File: src/rtl/noc_tile_injector.sv
// Tile-side injector for a mesh router local port. It queues validated multi-word messages
// and serialises them into 64-bit flits that carry a {row, col} route header.
//
// state  | meaning
// S_IDLE | no flit on the output; pops the next queued message as soon as one exists
// S_SEND | a flit is on the output and held until flit_ready_i; chains messages without bubbles
module noc_tile_injector #(
  parameter int ROWS        = 2,
  parameter int COLS        = 2,
  parameter int MAX_FLITS   = 4,
  parameter int REQ_DEPTH   = 2,
  parameter int STALL_LIMIT = 64,
  localparam int LEN_W      = $clog2(MAX_FLITS + 1)
) (
  input  logic                    clk,
  input  logic                    rst_n,
  input  logic                    req_valid_i,
  output logic                    req_ready_o,
  input  logic [7:0]              req_dest_row_i,
  input  logic [7:0]              req_dest_col_i,
  input  logic [LEN_W-1:0]        req_len_i,
  input  logic [MAX_FLITS*46-1:0] req_payload_i,
  output logic [63:0]             flit_o,
  output logic                    flit_valid_o,
  input  logic                    flit_ready_i,
  output logic                    busy_o,
  output logic                    stall_o,
  output logic [15:0]             err_cnt_o,
  output logic [31:0]             pkt_cnt_o
);

  localparam int PL_W  = MAX_FLITS * 46;
  localparam int ENT_W = 16 + LEN_W + PL_W;
  localparam int PTR_W = (REQ_DEPTH > 1) ? $clog2(REQ_DEPTH) : 1;
  localparam int CNT_W = $clog2(REQ_DEPTH + 1);
  localparam int STL_W = $clog2(STALL_LIMIT + 1);

  localparam logic [PTR_W-1:0] PTR_LAST = PTR_W'(REQ_DEPTH - 1);
  localparam logic [CNT_W-1:0] DEPTH_C  = CNT_W'(REQ_DEPTH);
  localparam logic [STL_W-1:0] STALL_C  = STL_W'(STALL_LIMIT);
  localparam logic [LEN_W-1:0] MAXLEN_C = LEN_W'(MAX_FLITS);
  localparam logic [LEN_W-1:0] ONE_C    = LEN_W'(1);

  typedef enum logic {S_IDLE, S_SEND} state_t;

  state_t state, state_nxt;

  logic [ENT_W-1:0] mem [REQ_DEPTH];
  logic [PTR_W-1:0] wr_ptr, rd_ptr;
  logic [CNT_W-1:0] fifo_cnt;
  logic             fifo_full, fifo_empty;
  logic             req_hs, req_legal, push, pop, load_next, drop_valid;

  logic [7:0]       head_row, head_col;
  logic [LEN_W-1:0] head_len;
  logic [PL_W-1:0]  head_pl;

  logic [7:0]       cur_row, cur_col;
  logic [LEN_W-1:0] cur_len, idx;
  logic [PL_W-1:0]  cur_pl;
  logic             flit_hs, last_hs;

  logic [STL_W-1:0] stall_cnt, stall_cnt_nxt;

  function automatic logic [63:0] make_flit(input logic [7:0]       row,
                                            input logic [7:0]       col,
                                            input logic [LEN_W-1:0] len,
                                            input logic [LEN_W-1:0] k,
                                            input logic [PL_W-1:0]  pl);
    logic [1:0]  ftype;
    int unsigned off;
    if (len == ONE_C)            ftype = 2'b11;
    else if (k == '0)            ftype = 2'b01;
    else if (k == len - ONE_C)   ftype = 2'b10;
    else                         ftype = 2'b00;
    off = 32'(k) * 46;
    return {ftype, pl[off +: 46], row, col};
  endfunction

  assign fifo_full   = (fifo_cnt == DEPTH_C);
  assign fifo_empty  = (fifo_cnt == '0);
  assign req_ready_o = !fifo_full;
  assign req_hs      = req_valid_i & req_ready_o;
  assign req_legal   = (req_len_i != '0) && (req_len_i <= MAXLEN_C) &&
                       (req_dest_row_i < 8'(ROWS)) && (req_dest_col_i < 8'(COLS));
  assign push        = req_hs & req_legal;

  assign {head_row, head_col, head_len, head_pl} = mem[rd_ptr];

  assign flit_hs = flit_valid_o & flit_ready_i;
  assign last_hs = flit_hs && (idx == cur_len - ONE_C);
  assign busy_o  = !fifo_empty || (state == S_SEND);

  always_ff @(posedge clk) begin
    if (push) mem[wr_ptr] <= {req_dest_row_i, req_dest_col_i, req_len_i, req_payload_i};
  end

  always_ff @(posedge clk or negedge rst_n) begin
    if (!rst_n) begin
      wr_ptr   <= '0;
      rd_ptr   <= '0;
      fifo_cnt <= '0;
    end else begin
      if (push) wr_ptr <= (wr_ptr == PTR_LAST) ? '0 : wr_ptr + 1'b1;
      if (pop)  rd_ptr <= (rd_ptr == PTR_LAST) ? '0 : rd_ptr + 1'b1;
      case ({push, pop})
        2'b10:   fifo_cnt <= fifo_cnt + 1'b1;
        2'b01:   fifo_cnt <= fifo_cnt - 1'b1;
        default: fifo_cnt <= fifo_cnt;
      endcase
    end
  end

  always_ff @(posedge clk or negedge rst_n) begin
    if (!rst_n) state <= S_IDLE;
    else        state <= state_nxt;
  end

  always_comb begin
    state_nxt = state;
    case (state)
      S_IDLE:  if (!fifo_empty) state_nxt = S_SEND;
      S_SEND:  if (last_hs && fifo_empty) state_nxt = S_IDLE;
      default: state_nxt = S_IDLE;
    endcase
  end

  always_comb begin
    pop        = 1'b0;
    load_next  = 1'b0;
    drop_valid = 1'b0;
    case (state)
      S_IDLE: pop = !fifo_empty;
      S_SEND: begin
        if (flit_hs) begin
          if (!last_hs)         load_next  = 1'b1;
          else if (!fifo_empty) pop        = 1'b1;
          else                  drop_valid = 1'b1;
        end
      end
      default: ;
    endcase
  end

  always_ff @(posedge clk or negedge rst_n) begin
    if (!rst_n) begin
      cur_row      <= '0;
      cur_col      <= '0;
      cur_len      <= '0;
      cur_pl       <= '0;
      idx          <= '0;
      flit_o       <= '0;
      flit_valid_o <= 1'b0;
    end else if (pop) begin
      cur_row      <= head_row;
      cur_col      <= head_col;
      cur_len      <= head_len;
      cur_pl       <= head_pl;
      idx          <= '0;
      flit_o       <= make_flit(head_row, head_col, head_len, '0, head_pl);
      flit_valid_o <= 1'b1;
    end else if (load_next) begin
      idx          <= idx + ONE_C;
      flit_o       <= make_flit(cur_row, cur_col, cur_len, idx + ONE_C, cur_pl);
    end else if (drop_valid) begin
      flit_valid_o <= 1'b0;
    end
  end

  // Stall run length saturates at the limit; any handshake or idle output restarts it.
  always_comb begin
    stall_cnt_nxt = '0;
    if (flit_valid_o && !flit_ready_i)
      stall_cnt_nxt = (stall_cnt == STALL_C) ? stall_cnt : stall_cnt + 1'b1;
  end

  always_ff @(posedge clk or negedge rst_n) begin
    if (!rst_n) begin
      stall_cnt <= '0;
      stall_o   <= 1'b0;
      err_cnt_o <= '0;
      pkt_cnt_o <= '0;
    end else begin
      stall_cnt <= stall_cnt_nxt;
      stall_o   <= (stall_cnt_nxt == STALL_C);
      if (req_hs && !req_legal && (err_cnt_o != 16'hFFFF)) err_cnt_o <= err_cnt_o + 1'b1;
      if (last_hs) pkt_cnt_o <= pkt_cnt_o + 1'b1;
    end
  end

endmodule
File: config.mk
export PLATFORM = sky130hd
export DESIGN_NAME = noc_tile_injector
export DESIGN_NICKNAME = d
export VERILOG_FILES = /design/src/rtl/noc_tile_injector.sv
export SDC_FILE = /design/constraint.sdc
export NUM_CORES = 1
export LEC_CHECK = 0
export BUFFER_PORTS_ARGS = -buffer_cell sky130_fd_sc_hd__buf_2
export CORE_MARGIN = 1
export CORE_UTILIZATION = 55
export CTS_BUF_LIST = sky130_fd_sc_hd__clkbuf_8
export DETAILED_ROUTE_END_ITERATION = 7
export GPL_ROUTABILITY_DRIVEN = 0
export PLACE_DENSITY = 0.79
export SYNTH_ARGS = -nofsm -noshare
export SYNTH_HDL_FRONTEND = slang
export SYNTH_SLANG_ARGS = --single-unit
export TNS_END_PERCENT = 5
File: constraint.sdc
create_clock -name clk -period 9.9 [get_ports clk]
set_input_delay 2.475 -clock clk [delete_from_list [all_inputs] [get_ports clk]]
set_output_delay 2.475 -clock clk [all_outputs]
set_load 0.1 [all_outputs]
==> summary.md, run 1 <==
| Metric | Value |
|---|---|
| Outcome | `finished, final reports clean` |
| Mapped Nets | `between 2000 and 2500` |
| Worst path depth | `10` |
| Worst path arrival time | `between 6000 and 7000 ps` |
| Die Y | `231 µm` |
| Sequential fraction of the synthesis area | `71.3%` |
| Core Area | `0.0515 mm²` |
| Number of synthesized flops with an enable pin | `between 400 and 500` |
| Endpoints failing hold | `0` |
| Syn avg cell area | `approximately 15 µm²` |
| Ys async rst share | `between 40% and 50%` |
| Buffer and inverter count on the worst path | `4` |
| GR Overflow Total | `0` |
| P_int | `~4.6 mW` |
| Drt drc | `0` |
| Pin count of the biggest net entering global routing | `around 220` |
| Worst min path class | `reg2reg` |
| CP Cell Sequence | `buf_2 > nand2_1 > nor4_4 > o22ai_4 > buf_12 > inv_4 > buf_4 > ha_1 > nor2_1 > xor2_1` |
| DR vias/cell | `between 5 and 6` |
| IO Pins | `between 300 and 400` |
| Net switching power figure | `around 1.4 mW` |
| Worst setup SP type | `input port` |
| Ys flop type | `edfxtp_1` |
| Initial Utilization | `a little under three fifths` |
| Sink Count | `738` |
| Logic pwr share | `under 10%` |
| Die area | `about 0.053 mm²` |
| Tcrit/Tclk final | `between 50% and 60%` |
| Hold_buf cts | `0` |
| Synthesized area | `around 0.029 mm²` |
| Actual slew at the worst max-slew pin | `1120 ps` |
| Power density cells | `approximately 180 mW/mm²` |
| Ys Warns | `0` |
| Layout cell share with drive strength beyond 1 | `23.7%` |
| CTS-repair resized insts | `0` |
| FF-to-FF path depth | `9` |
| Library cells used by synthesis | `60` |
| Max-slew headroom | `around a quarter` |
| Required @ worst endpoint | `between 10000 and 15000 ps` |
| Setup Skew | `a little over 20 ps` |
| Die Span X | `roughly 230 µm` |
| Crit path capture type | `flop` |
| H-tree depth | `3` |
| R2r setup slk | `approximately 5400 ps` |
| Slowest stage cell, crit path | `nor4_4` |
| DRT iter0 DRCs | `~1100` |
| Post-layout min period | `about 5600 ps` |
| First-pass GRT wire length | `about 97000 µm` |
| Delay of the slowest cell on the worst path | `roughly 800 ps` |
| MaxCap Viol Count | `0` |
| Fmax | `between 0.15 and 0.2 GHz` |
| Post-route ant nets | `0` |
| Final HPWL DP | `~38000 µm` |
| Clock power share | `approximately two fifths` |
| CTS clock-pin slew for the worst setup and hold paths | `~60 ps` |
| Sw frac | `22.6%` |
| Final hold slack | `466 ps` |
| Number of CTS-inserted buffers | `around 110` |
| #FFs+latches synth | `roughly 740` |
| Vias in the first global route | `roughly 17000` |
| Hold path depth | `1` |
| DR vias | `approximately 17000` |
| # nets final | `approximately 2500` |
| Max Fanout on Critical Path | `between 200 and 250` |
| Sequential share of power | `about 55%` |
| Overall routing resource usage | `about a quarter` |
| Row count | `83` |
| Root buffer cell | `clkbuf_8` |
| Drt wl/cell | `slightly above 20 µm` |
| Longest Clk Path Bufs | `3` |
| CTS tree | `yes` |
| Input/output buffers | `between 300 and 400` |
| Setup-failing EPs final | `0` |
| Syn Inst Count | `1903` |
| RSZ-0062 raised after global routing | `false` |
| Router iterations before antenna repair | `7` |
| DRT Wirelength | `about 60000 µm` |
| Most frequent cells in the layout | `406 x edfxtp_1, 330 x dfrtp_1, 321 x buf_2` |
| Setup TNS | `0 ps` |
| Pleak | `13.3 nW` |
| Worst vdd ir | `0.109 mV` |
| Commonest non-fill, non-tap cell in the layout | `edfxtp_1` |
| Area growth syn-to-layout | `15.8%` |
| Initial antenna violation count | `15` |
| Setup CP Type | `in2reg` |
| Final Slew Violations | `0` |
| Clock Latency Late Sink | `about 700 ps` |
| Post-CTS setup buffers | `0` |
| Crit path max-delay family | `buffers and inverters` |
==> synth_stat cells, drive strengths merged, types with 2 or more instances <==
master / instances / share of area [%]
o21a: 30 / 0.78
nor4: 12 / 0.39
a31oi: 2 / 0.044
o31ai: 3 / 0.096
ha: 9 / 0.39
edfxtp: 406 / 42
nand4: 14 / 0.30
nand2b: 3 / 0.065
buf: 52 / 1.0
nand3: 17 / 0.30
nor4b: 2 / 0.061
a21o: 16 / 0.42
xor2: 31 / 0.94
clkbuf: 50 / 0.65
nor2: 76 / 1.0
o311a: 31 / 1.1
a221o: 16 / 0.56
mux4: 46 / 3.6
dfrtp: 332 / 29
nor3: 12 / 0.21
or2: 3 / 0.065
inv: 40 / 0.52
nand2: 206 / 2.7
nand4b: 2 / 0.061
xnor2: 28 / 0.85
and3: 11 / 0.24
o21ai: 176 / 3.1
a21oi: 21 / 0.37
mux2i: 236 / 8.2
and2: 3 / 0.070
==> area by class of cell <==
type	instances	area, µm²
inverters	40	153
clock inverters	89	539
diodes	13	32.5
flip-flops and latches	738	20500
well taps	680	851
fillers	3699	18200
repair buffers	339	1800
multi-input cells	1023	7660
clock buffers	126	1730
==> cells by family after synthesis <==
family / synth area share, %
adder cells (fa/ha/maj): 0.392
AND/OR/NAND/NOR: 5.67
multiplexers: 11.9
buffers and inverters: 2.22
AO/OA/AOI/OAI: 6.64
flip-flops: 71.3
XOR/XNOR: 1.89
==> final timing paths <==
kind                                from       endpoint
max in group asynchronous          rst_n   err_cnt_o[4]
min in group asynchronous          rst_n  pkt_cnt_o[28]
hold reg to reg            pkt_cnt_o[31]  pkt_cnt_o[31]
setup reg to reg                  idx[0]    fifo_cnt[1]
hold / removal             pkt_cnt_o[31]  pkt_cnt_o[31]
setup / recovery            flit_ready_i    fifo_cnt[1]
==> sequential cells by signal (all words and copies together), names as in the netlist <==
register / cells
wr_ptr: 1
mem: 406
err_cnt_o: 16
cur_col: 8
pkt_cnt_o: 32
rd_ptr: 1
cur_len: 3
cur_row: 8
fifo_cnt: 2
flit_valid_o: 1
stall_cnt: 7
idx: 3
cur_pl: 184
state: 1
stall_o: 1
flit_o: 64
==> routing by layer <==
layer,vias to the layer above,wire (µm),track usage (%)
li1,7770,-,-
met1,8543,26200,31.9
met2,474,30300,38.0
met3,94,3460,4.66
met4,8,1500,9.17
met5,-,52,0
==> per-stage QoR <==
stage               power, mW  cells  setup WS (ps)  util, %  area (µm²)
finish                   6.00   3048           4280     64.6       33300
global route             6.20   3044           4200     64.6       33300
CTS                      6.06   3035           4610     64.5       33200
detailed placement       3.57   2820           3880     60.1       31000
global placement         3.56   2820           3970     60.1       31000
floorplan                3.46   1903            961        -       28700
==> worst reg2reg max path, cell delays in order, from the launching register on <==
cell,delay (ps)
dfrtp_4,730
xnor2_1,320
nor4_4,730
o22ai_4,150
buf_12,320
inv_4,780
buf_4,630
ha_1,470
nor2_1,130
xor2_1,140
==> power groups by stage <==
stage / Combinational [mW] / Clock (mW) / Sequential, mW
finish: 0.228 / 2.49 / 3.28
detailed placement: 0.229 / 0 / 3.34
CTS: 0.230 / 2.55 / 3.28
floorplan: 0.0245 / 0 / 3.44
global route: 0.245 / 2.68 / 3.28
global placement: 0.223 / 0 / 3.34
No activity file was read; power rests on OpenSTA's default activity.
==> inputs of run 2 (changes only) <==
Settings changed: ABC_AREA from default to 1, PLACE_DENSITY 0.79 to 0.78.
Clock period 9.9 ns to 4.5 ns, I/O delays scaled along.
==> run 2 against run 1 <==
  * Worst setup slack worse by 3200 ps
  * Sequential cell count is the same
  * Cell count rose by 36%
  * Utilization fell by 0.24 points
  * Sequential share of layout area shrank 2.8 points
  * Power grew 120%
  * Synthesized area up 5.6%
  * Die area grew 5.5%
  * Wire length up 25%
  * Synthesized cell count grew 57%
  * Sequential power increased by 120%
  * Critical path depth grew 2
==> summary.md, run 2 <==
| Metric | Value |
|---|---|
| Worst setup SP type | `flop` |
| Mapped Nets | `3208 (+51%)` |
| Synth top area cells | `edfxtp_1 40%, dfrtp_1 27%, nand2_1 15%` |
| Library cells used by synthesis | `35 (-42%)` |
| Clock Latency Late Sink | `730 ps (+30 ps)` |
| Synthesized area | `0.0303 mm² (+5.6%)` |
| Die Y | `237 µm (+2.7%)` |
| Pleak | `16.4 nW (+23%)` |
| Syn Inst Count | `2992 (+57%)` |
| H-tree depth | `3 (unchanged)` |
| Post-synth top cells | `1228 x nand2_1, 406 x edfxtp_1, 332 x dfrtp_1` |
| CTS tree | `yes` |
| Cell with the most instances after synthesis | `nand2_1` |
| Overall routing resource usage | `27.6% (+4.0 points)` |
| Die area | `0.0561 mm² (+5.5%)` |
| Max reg flops | `406 (unchanged)` |
| Ys Warns | `0 (unchanged)` |
| CTS clock-pin slew for the worst setup and hold paths | `60 ps (about the same)` |
| RSZ-0062 raised after global routing | `false` |
| Vias in the first global route | `22300 (+28%)` |
| Outcome | `finished, final reports clean` |
| Most flops, register | `mem` |
| Endpoints failing hold | `0 (unchanged)` |
| First-pass GRT wire length | `120000 µm (+24%)` |
| Most frequent cells in the layout | `1228 x nand2_1, 406 x edfxtp_1, 330 x dfrtp_1` |
| Crit path capture type | `flop` |
| Area growth syn-to-layout | `14.9%` |
| Number of synthesized flops with an enable pin | `406 (unchanged)` |
| Syn avg cell area | `10.1 µm² (-33%)` |
| CTS-repair resized insts | `0 (unchanged)` |
| Initial antenna violation count | `37 (+22)` |
| Post-route cell area | `0.0348 mm² (+4.7%)` |
| Ys async rst share | `45.0% (unchanged)` |
| DRT iter0 DRCs | `2183 (+92%)` |
| Die Span X | `237 µm (+2.7%)` |
| Longest Clk Path Bufs | `3 (unchanged)` |
| Post-layout min period | `between 3000 and 4000 ps` |
| # nets final | `3529 (+43%)` |
| #FFs+latches synth | `738 (unchanged)` |
| DRT Wirelength | `76800 µm (+25%)` |
| Router iterations before antenna repair | `6 (-1)` |
| Required @ worst endpoint | `5080 ps (-5430 ps)` |
| Drt drc | `0 (unchanged)` |
| Post-CTS setup buffers | `0 (unchanged)` |
| FF-to-FF path depth | `12 (+3)` |
| DR vias/cell | `5.43 (-2.0%)` |
| Setup CP Type | `reg2reg` |
| Initial Utilization | `56.0% (+0.25 points)` |
| Worst path arrival time | `4020 ps (-2200 ps)` |
| IO Pins | `323 (unchanged)` |
| Hold_buf cts | `0 (unchanged)` |
| Max-slew headroom | `27.4% (+2.0 points)` |
| Row count | `85 (+2.4%)` |
| Top-area cell type share of the netlist area | `40.2% (-2.2 points)` |
| Layout cell share with drive strength beyond 1 | `15.1% (-8.6 points)` |
| Dpl cell area | `0.0325 mm² (+5.1%)` |
| DR vias | `22500 (+33%)` |
| Max Fanout on Critical Path | `218 (-2.2%)` |
| Drt wl/cell | `18.6 µm (-8.1%)` |
| Post-route ant nets | `0 (unchanged)` |
| Worst vdd ir | `0.313 mV (+190%)` |
| Setup-failing EPs final | `0 (unchanged)` |
| Input/output buffers | `322 (unchanged)` |
| Commonest non-fill, non-tap cell in the layout | `nand2_1` |
| Number of CTS-inserted buffers | `114 (+0.88%)` |
| Sink Count | `738 (unchanged)` |
| Final Slew Violations | `0 (unchanged)` |
| Biggest regs | `mem: 406 flops, cur_pl: 184 flops, flit_o: 64 flops` |
| Pin count of the biggest net entering global routing | `219 (-2.2%)` |
| Ys flop type | `edfxtp_1` |
| Sequential fraction of the synthesis area | `67.6% (-3.8 points)` |
| Actual slew at the worst max-slew pin | `1090 ps (-29.6 ps)` |
| Fmax | `0.290 GHz` |
| Final HPWL DP | `50300 µm (+32%)` |
| Setup TNS | `0 ps (unchanged)` |
| Setup Skew | `46.2 ps (+25.7 ps)` |
| Root buffer cell | `clkbuf_8` |
| Worst min path class | `in2async` |
| Tcrit/Tclk final | `around three quarters` |
| Power density cells | `375 mW/mm² (+110%)` |
| MaxCap Viol Count | `0 (unchanged)` |
| Core Area | `0.0541 mm² (+5.1%)` |
| GR Overflow Total | `0 (unchanged)` |
| Yosys top cell by area | `edfxtp_1` |
## run 2: cell types whose count changed in the layout (fill, tap and decap cells not counted), moves of 46 or more
| cell | before | now |
|---|---|---|
| nand2_1 | 206 | 1228 |
| mux2i_1 | 236 | 16 |
| nand3_1 | 17 | 185 |
| inv_1 | 80 | 212 |
| a21oi_1 | 20 | 97 |
| mux4_2 | 46 | 0 |
## run 2: logic make-up (layout without fill, tap and decap cells)
group / count (synthesis) / after routing / synth area share [%]
xor gates and xnor gates: 49 / 49 / 1.41
DFF: 738 / 738 / 67.6
and+or+nand+nor: 1568 / 1568 / 20.6
AOI/OAI and AO/OA: 309 / 309 / 5.14
muxes: 16 / 16 / 0.528
adders and majority gates: 9 / 9 / 0.371
buffers and inverters: 303 / 726 / 4.36
other: 0 / 27 / 0
## run 2: worst paths after layout
kind                                  start          end  slack, ps
worst max-delay path                 idx[0]    flit_o[9]       1060
worst min-delay path                  rst_n  cur_pl[110]        430
worst max register to register       idx[0]    flit_o[9]       1060
worst min register to register  cur_pl[146]  cur_pl[146]        470
max in group asynchronous             rst_n  cur_pl[167]       3040
min in group clk                cur_pl[146]  cur_pl[146]        470
## run 2: report_power, final
group          internal, mW  total (mW)  switching, mW
Combinational         0.123       0.493          0.370
Sequential             7.17        7.21         0.0379
Clock                  2.81        5.36           2.55
Total                  10.1        13.1           2.96
## run 2: layout make-up
type,count,area (µm²)
well taps,696,871
clock buffers,130,1790
fillers,4148,19300
repair buffers,353,2000
multi-input cells,1951,8570
clock inverters,88,443
inverters,155,594
diodes,27,67.6
flip-flops and latches,738,20500
## run 2: metrics by stage
| stage | setup slack (ps) | std cells | hold slack [ps] | total power [mW] | util [%] |
|---|---|---|---|---|---|
| 6_report | 1060 | 4138 | 427 | 13.1 | 64.4 |
| 5_1_grt | 837 | 4123 | 467 | 13.5 | 64.3 |
| 4_1_cts | 1110 | 4111 | 422 | 13.1 | 64.2 |
| 3_5_place_dp | 1020 | 3893 | 460 | 7.83 | 60.1 |
| 3_3_place_gp | 1080 | 3893 | 456 | 7.82 | 60.1 |
| 2_1_floorplan | -654 | 2992 | 444 | 7.59 | - |
## run 2: metal layers
metal	global-route usage (%)	vias up	share of wire [%]
met3	6.49	191	9.1
li1	-	10500	-
met5	0	-	0.24
met1	37.0	10800	41
met2	43.4	1008	47
met4	11.8	28	3.4
## run 2: worst max-delay path, stage by stage (launching register included)
cell	delay, ps
dfrtp_4	630
inv_2	90
buf_4	470
nand2_1	140
nand2_1	100
nor2_2	50
nand3_2	90
nand2_4	170
nand2_8	140
buf_12	640
nand2_4	350
nand3_1	190
nand2_1	80
